`src/rtl/mandel_line_scheduler_pkg.sv`:
```
// Shared types, default sizes and the round-robin pick function for the
// Mandelbrot line scheduler.
package mandel_sched_pkg;

   typedef enum logic [1:0] {
      S_IDLE,
      S_RUN,
      S_DRAIN,
      S_DONE
   } sched_state_t;

   localparam int X_SIZE_DEF  = 640;
   localparam int Y_SIZE_DEF  = 480;
   localparam int DEPTH_W_DEF = 10;
   localparam int MAX_ENGINES = 8;

   // One-hot grant to the first set request at or above ptr, wrapping at n.
   function automatic logic [MAX_ENGINES-1:0] rr_pick(
      input logic [MAX_ENGINES-1:0] req,
      input logic [2:0]             ptr,
      input int                     n
   );
      logic [MAX_ENGINES-1:0] grant;
      logic [2:0]             idx;
      logic                   found;
      grant = '0;
      found = 1'b0;
      for (int k = 0; k < MAX_ENGINES; k++) begin
         if (k < n && !found) begin
            idx = 3'((int'(ptr) + k) % n);
            if (req[idx]) begin
               grant[idx] = 1'b1;
               found      = 1'b1;
            end
         end
      end
      return grant;
   endfunction

endpackage

```
`src/rtl/mandel_line_scheduler_rr_arbiter.sv`:
```
// N-wide round-robin arbiter: combinational one-hot grant, pointer moves
// just past the granted requester whenever the grant is accepted.
module rr_arbiter
   import mandel_sched_pkg::*;
#(
   parameter int N = 4
) (
   input  logic         clk,
   input  logic         rst_n,
   input  logic         enable,
   input  logic [N-1:0] req,
   input  logic         accept,
   output logic [N-1:0] grant
);

   logic [2:0]             ptr_reg;
   logic [2:0]             ptr_next;
   logic [MAX_ENGINES-1:0] pick;
   logic                   unused_pick;

   always_comb begin
      pick  = rr_pick(MAX_ENGINES'(req), ptr_reg, N);
      grant = enable ? pick[N-1:0] : '0;
   end

   assign unused_pick = ^pick;

   // With a single requester the pointer wraps straight back to 0.
   always_comb begin
      ptr_next = ptr_reg;
      if (accept) begin
         for (int i = 0; i < N; i++) begin
            if (grant[i]) begin
               ptr_next = (i == N - 1) ? 3'd0 : 3'(i + 1);
            end
         end
      end
   end

   always_ff @(posedge clk or negedge rst_n) begin
      if (!rst_n) begin
         ptr_reg <= '0;
      end else begin
         ptr_reg <= ptr_next;
      end
   end

endmodule

```
`src/rtl/mandel_line_scheduler.sv`:
```
// Dispatches one scan line of pixels across NUM_ENGINES engines and writes
// their depth results back. Define SCHED_PERF_EN to add the line_cycles counter.
module mandel_line_scheduler
   import mandel_sched_pkg::*;
#(
   parameter int NUM_ENGINES = 4,
   parameter int X_SIZE      = X_SIZE_DEF,
   parameter int Y_SIZE      = Y_SIZE_DEF,
   parameter int DEPTH_W     = DEPTH_W_DEF,
   parameter int XW          = $clog2(X_SIZE)
) (
   input  logic                           out_stream_aclk,
   input  logic                           periph_resetn,
   input  logic                           line_start,
   input  logic [8:0]                     line_y,
   output logic [8:0]                     cur_y,
   output logic                           busy,
   output logic                           line_done,
   output logic [NUM_ENGINES-1:0]         req_valid,
   input  logic [NUM_ENGINES-1:0]         req_ready,
   output logic [XW-1:0]                  req_x,
   input  logic [NUM_ENGINES-1:0]         res_valid,
   output logic [NUM_ENGINES-1:0]         res_ready,
   input  logic [NUM_ENGINES*XW-1:0]      res_x,
   input  logic [NUM_ENGINES*DEPTH_W-1:0] res_depth,
   output logic                           we_out,
   output logic [XW-1:0]                  addr_out,
   output logic [DEPTH_W-1:0]             depth_out
`ifdef SCHED_PERF_EN
   ,
   output logic [31:0]                    line_cycles
`endif
);

   // Counters must reach X_SIZE itself, so they carry one extra state.
   localparam int            CW    = $clog2(X_SIZE + 1);
   localparam logic [CW-1:0] X_END = CW'(X_SIZE);

   sched_state_t state_reg, state_next;

   logic [8:0]             cur_y_reg;
   logic [CW-1:0]          next_x_reg;
   logic [CW-1:0]          wr_cnt_reg;
   logic                   we_reg;
   logic [XW-1:0]          addr_reg;
   logic [DEPTH_W-1:0]     depth_reg;

   logic                   start_accept;
   logic                   disp_en;
   logic                   col_en;
   logic                   disp_fire;
   logic                   col_fire;
   logic [NUM_ENGINES-1:0] disp_grant;
   logic [NUM_ENGINES-1:0] col_grant;
   logic [XW-1:0]          sel_x;
   logic [DEPTH_W-1:0]     sel_depth;

   always_comb begin
      state_next   = state_reg;
      start_accept = 1'b0;
      disp_en      = 1'b0;
      col_en       = 1'b0;
      case (state_reg)
         S_IDLE: begin
            if (line_start) begin
               start_accept = 1'b1;
               state_next   = S_RUN;
            end
         end
         S_RUN: begin
            disp_en = (next_x_reg != X_END);
            col_en  = 1'b1;
            if (next_x_reg == X_END) state_next = S_DRAIN;
         end
         S_DRAIN: begin
            col_en = 1'b1;
            if (wr_cnt_reg == X_END) state_next = S_DONE;
         end
         S_DONE:  state_next = S_IDLE;
         default: state_next = S_IDLE;
      endcase
   end

   rr_arbiter #(.N(NUM_ENGINES)) u_disp_arb (
      .clk    (out_stream_aclk),
      .rst_n  (periph_resetn),
      .enable (disp_en),
      .req    (req_ready),
      .accept (disp_fire),
      .grant  (disp_grant)
   );

   rr_arbiter #(.N(NUM_ENGINES)) u_col_arb (
      .clk    (out_stream_aclk),
      .rst_n  (periph_resetn),
      .enable (col_en),
      .req    (res_valid),
      .accept (col_fire),
      .grant  (col_grant)
   );

   assign disp_fire = |(disp_grant & req_ready);
   assign col_fire  = |(col_grant & res_valid);

   always_comb begin
      sel_x     = '0;
      sel_depth = '0;
      for (int i = 0; i < NUM_ENGINES; i++) begin
         if (col_grant[i]) begin
            sel_x     = res_x[i*XW +: XW];
            sel_depth = res_depth[i*DEPTH_W +: DEPTH_W];
         end
      end
   end

   always_ff @(posedge out_stream_aclk or negedge periph_resetn) begin
      if (!periph_resetn) begin
         state_reg  <= S_IDLE;
         cur_y_reg  <= '0;
         next_x_reg <= '0;
         wr_cnt_reg <= '0;
         we_reg     <= 1'b0;
         addr_reg   <= '0;
         depth_reg  <= '0;
      end else begin
         state_reg <= state_next;
         we_reg    <= col_fire;
         if (col_fire) begin
            addr_reg  <= sel_x;
            depth_reg <= sel_depth;
         end
         if (start_accept) begin
            // Out-of-range line numbers are clamped to the last frame line.
            cur_y_reg  <= (32'(line_y) < Y_SIZE) ? line_y : 9'(Y_SIZE - 1);
            next_x_reg <= '0;
            wr_cnt_reg <= '0;
         end else begin
            if (disp_fire) next_x_reg <= next_x_reg + 1'b1;
            if (col_fire)  wr_cnt_reg <= wr_cnt_reg + 1'b1;
         end
      end
   end

   assign cur_y     = cur_y_reg;
   assign busy      = (state_reg != S_IDLE);
   assign line_done = (state_reg == S_DONE);
   assign req_valid = disp_grant;
   assign req_x     = next_x_reg[XW-1:0];
   assign res_ready = col_grant;
   assign we_out    = we_reg;
   assign addr_out  = addr_reg;
   assign depth_out = depth_reg;

`ifdef SCHED_PERF_EN
   logic [31:0] cyc_cnt_reg;
   logic [31:0] line_cycles_reg;

   always_ff @(posedge out_stream_aclk or negedge periph_resetn) begin
      if (!periph_resetn) begin
         cyc_cnt_reg     <= '0;
         line_cycles_reg <= '0;
      end else begin
         if (start_accept) begin
            cyc_cnt_reg <= '0;
         end else if (state_reg != S_IDLE) begin
            cyc_cnt_reg <= cyc_cnt_reg + 32'd1;
         end
         if (state_reg == S_DONE) line_cycles_reg <= cyc_cnt_reg;
      end
   end

   assign line_cycles = line_cycles_reg;
`endif

endmodule

```
`config.mk`:
```
export PLATFORM = sky130hd
export DESIGN_NAME = mandel_line_scheduler
export DESIGN_NICKNAME = d
export VERILOG_FILES = /design/src/rtl/mandel_line_scheduler_pkg.sv /design/src/rtl/mandel_line_scheduler_rr_arbiter.sv /design/src/rtl/mandel_line_scheduler.sv
export SDC_FILE = /design/constraint.sdc
export NUM_CORES = 1
export LEC_CHECK = 0
export ABC_AREA = 1
export CORE_AREA = 3 3 104 106
export CTS_CLUSTER_DIAMETER = 60
export DETAILED_ROUTE_END_ITERATION = 7
export DIE_AREA = 0 0 107 109
export PLACE_DENSITY = 0.79
export SLEW_MARGIN = 40
export SYNTH_ARGS = -nofsm -noshare
export SYNTH_HDL_FRONTEND = slang
export SYNTH_SLANG_ARGS = --single-unit
```
`constraint.sdc`:
```
create_clock -name out_stream_aclk -period 5.3 [get_ports out_stream_aclk]
set_input_delay 1.06 -clock out_stream_aclk [delete_from_list [all_inputs] [get_ports out_stream_aclk]]
set_output_delay 1.06 -clock out_stream_aclk [all_outputs]
set_load 0.01 [all_outputs]
```
==> results_dict.tcl <==
set metrics [dict create \
    status "complete, no violations" \
    max_clock_freq_ghz 0.2288 \
    critPathLaunchType "input port" \
    wire_per_inst_um 13.58 \
    criticalPathCategory "input port to output port" \
    dp.cells 964 \
    die_w_um 107 \
    cts.reportedPaths.clkPinSlew_ps 110 \
    synth_top_flop_cell "dfrtp_1" \
    timing.final.crit_share 0.8248 \
    grt_pass1_wl_um 21910 \
    post_route_cells_drive_above_1_share 0.05006 \
    areaGrowthSynthToFinish_pct 37.05 \
    cap_viol_max_count 0 \
    fin_crit_ps 4372 \
    synth_warnings 0 \
    grt_pass1_vias 4736 \
    num_rows 36 \
    synth-seq-area-share 0.3092 \
    final_design_area_no_fill_um2 6211 \
    initial_cell_density_of_the_core 0.4594 \
    synth_most_common_cell "nand2_1" \
    drtPass1Iterations 6 \
    share_of_async_settable_or_async_resettable_flops_after_synthesis 1.000 \
    synth_top_cells_by_area "dfrtp_1 31%, nand2_1 17%, nand3_1 16%" \
    cts.hold.buffers_added 0 \
    skew_ps 8.781 \
    syn_nets 825 \
    final_hold_viol_count 0 \
    die_height_um 109 \
    htree_num_levels 2 \
    synth-seq-cells 56 \
    clock_path_buffers 2 \
    finalMaxSlewViolations 0 \
    worst_ir_drop_vdd_mv 0.4867 \
    synth_cell_count_leaders "204 x nand2_1, 145 x nand3_1, 87 x inv_1, 75 x nor2_1, 56 x dfrtp_1" \
    design.die.area_um2 11660 \
    num_vias 4923 \
    setup-violations-final 0 \
    dp_hpwl_um 9978 \
    instances_no_fill 972 \
    placed_cell_area_um2 6115 \
    worst_ep_required_time_ps 4240 \
    worst_setup_path_end_kind "output port" \
    grt_start_max_net_pins 57 \
    tightest_slew_ps 730.8 \
    netlist.top_cell.by_area "dfrtp_1" \
    initial_antenna_violation_count 0 \
    drt-initial-drc-count 273 \
    pwr_total_uw 3170 \
    finalWeightedCongestion 0.9733 \
    ant_nets 0 \
    worstHoldPathType "register to register" \
    design.final.nets 962 \
    cts-resized-gates 0 \
    clock_latency_ps 320 \
    dp_worst_setup_slack_ps 941.2 \
    max_slew_margin 0.5128 \
    power_per_cell_area_nw_per_um2 510.4 \
    leakagePower_uw 0.003253 \
    num_antenna_cells 0 \
    grt_setup_unrepaired "false" \
    post_synth_num_cell_types 30 \
    floorplan.io_pins 150 \
    synth_largest_type_area_fraction 0.3092 \
    setup-tns-final_ps 0 \
    detail_route.vias_per_cell 5.065 \
    port_buffers 149 \
    syn_area_per_cell_um2 6.465 \
    worst_path_fanout_max 22 \
    timing.critical_path.arrival_ps 3310 \
    post_synth_inst_count 701 \
    global_route.overflow_total 0 \
    cts.repair_timing.setup_buffer_count 0 \
    cts.sink_count 56 \
    synth-edff-count 0 \
    cts_tree "done" \
    remaining_drc_errors 0 \
    clock_root_cell "clkbuf_8" \
    final.setup.worst_slack_ps 928.5 \
    cts_buffers 5 \
    grt_usage 0.2274 \
    area_of_the_mapped_netlist_um2 4532 \
    drt-total-wl_um 13200 \
    coreArea_um2 9864 \
]
logic make-up (layout without fill, tap and decap cells):
logic type	after synthesis	count (layout)	synth area share
buf+inv	121	259	0.1129
fa+ha+maj	24	24	0.06626
flops	56	56	0.3092
compound gates	17	17	0.01960
simple gates	464	464	0.4536
xor+xnor	16	16	0.03092
mux	3	3	0.007454
per-layer routing:
layer / wire length [um] / vias up / part of all wire / GRT usage
li1: - / 2474 / - / -
met1: 5627 / 2281 / 0.43 / 0.2927
met2: 6753 / 153 / 0.51 / 0.4119
met3: 657 / 15 / 0.050 / 0.02724
met4: 159 / 0 / 0.012 / 0.04749
met5: 0 / - / 0 / 0
where the power goes:
part,internal (uW),leakage (uW),switching (uW)
sequential,553,0.000738,107
combinational,853,0.00247,1400
clock,97.6,0.0000463,156
area by class of cell:
type	count	area (um^2)
fillers	885	3654
multi-input cells	524	2619
repair buffers	160	1584
flip-flops and latches	56	1401
inverters	91	344.1
well taps	133	166.4
clock buffers	5	68.82
clock inverters	3	27.53
through the flow:
step	hold slack [ps]	utilization
finish	491.4	0.6296
global route	521.5	0.6296
CTS	493.7	0.6296
detailed placement	464.1	0.6199
global placement	464.2	0.6168
floorplan	497.3	-
placed cells by master, fill, tap and decap left out, types with 5 or more instances in the layout:
master,count
nand2_1,204
clkdlybuf4s50_1,148
nand3_1,145
inv_1,87
nor2_1,75
dfrtp_1,56
ha_1,24
xor2_1,12
o21ai_0,11
buf_4,9
nor3_1,8
nand3b_1,7
nand3_2,6
nand4_1,5
nand2_2,5
clkbuf_8,5
critical path, stage by stage:
cell,delay [ps]
clkdlybuf4s50_1,480
nand2_1,120
nand3_2,140
nand2_2,160
nand2_2,80
inv_4,100
nand3_1,90
nand3_2,100
and2_1,120
buf_4,270
clkdlybuf4s50_1,600
worst paths after layout:
| kind | start | end | slack [ps] | cells after the start |
|---|---|---|---|---|
| hold / removal | depth_out[6]$_DFFE_PN0P_ | depth_out[6]$_DFFE_PN0P_ | 490 | 2 |
| hold reg to reg | depth_out[6]$_DFFE_PN0P_ | depth_out[6]$_DFFE_PN0P_ | 490 | 2 |
| max in group asynchronous | periph_resetn | req_x[7]$_DFFE_PN0P_ | 3950 | 2 |
| min in group asynchronous | periph_resetn | req_x[2]$_DFFE_PN0P_ | 880 | 2 |
| setup / recovery | res_valid[3] | res_ready[1] | 930 | 11 |
| setup reg to reg | u_col_arb.ptr_reg[0]$_DFFE_PN0P_ | addr_out[2]$_DFFE_PN0P_ | 2150 | 18 |
Note: power is estimated with default switching activity, not from simulation.
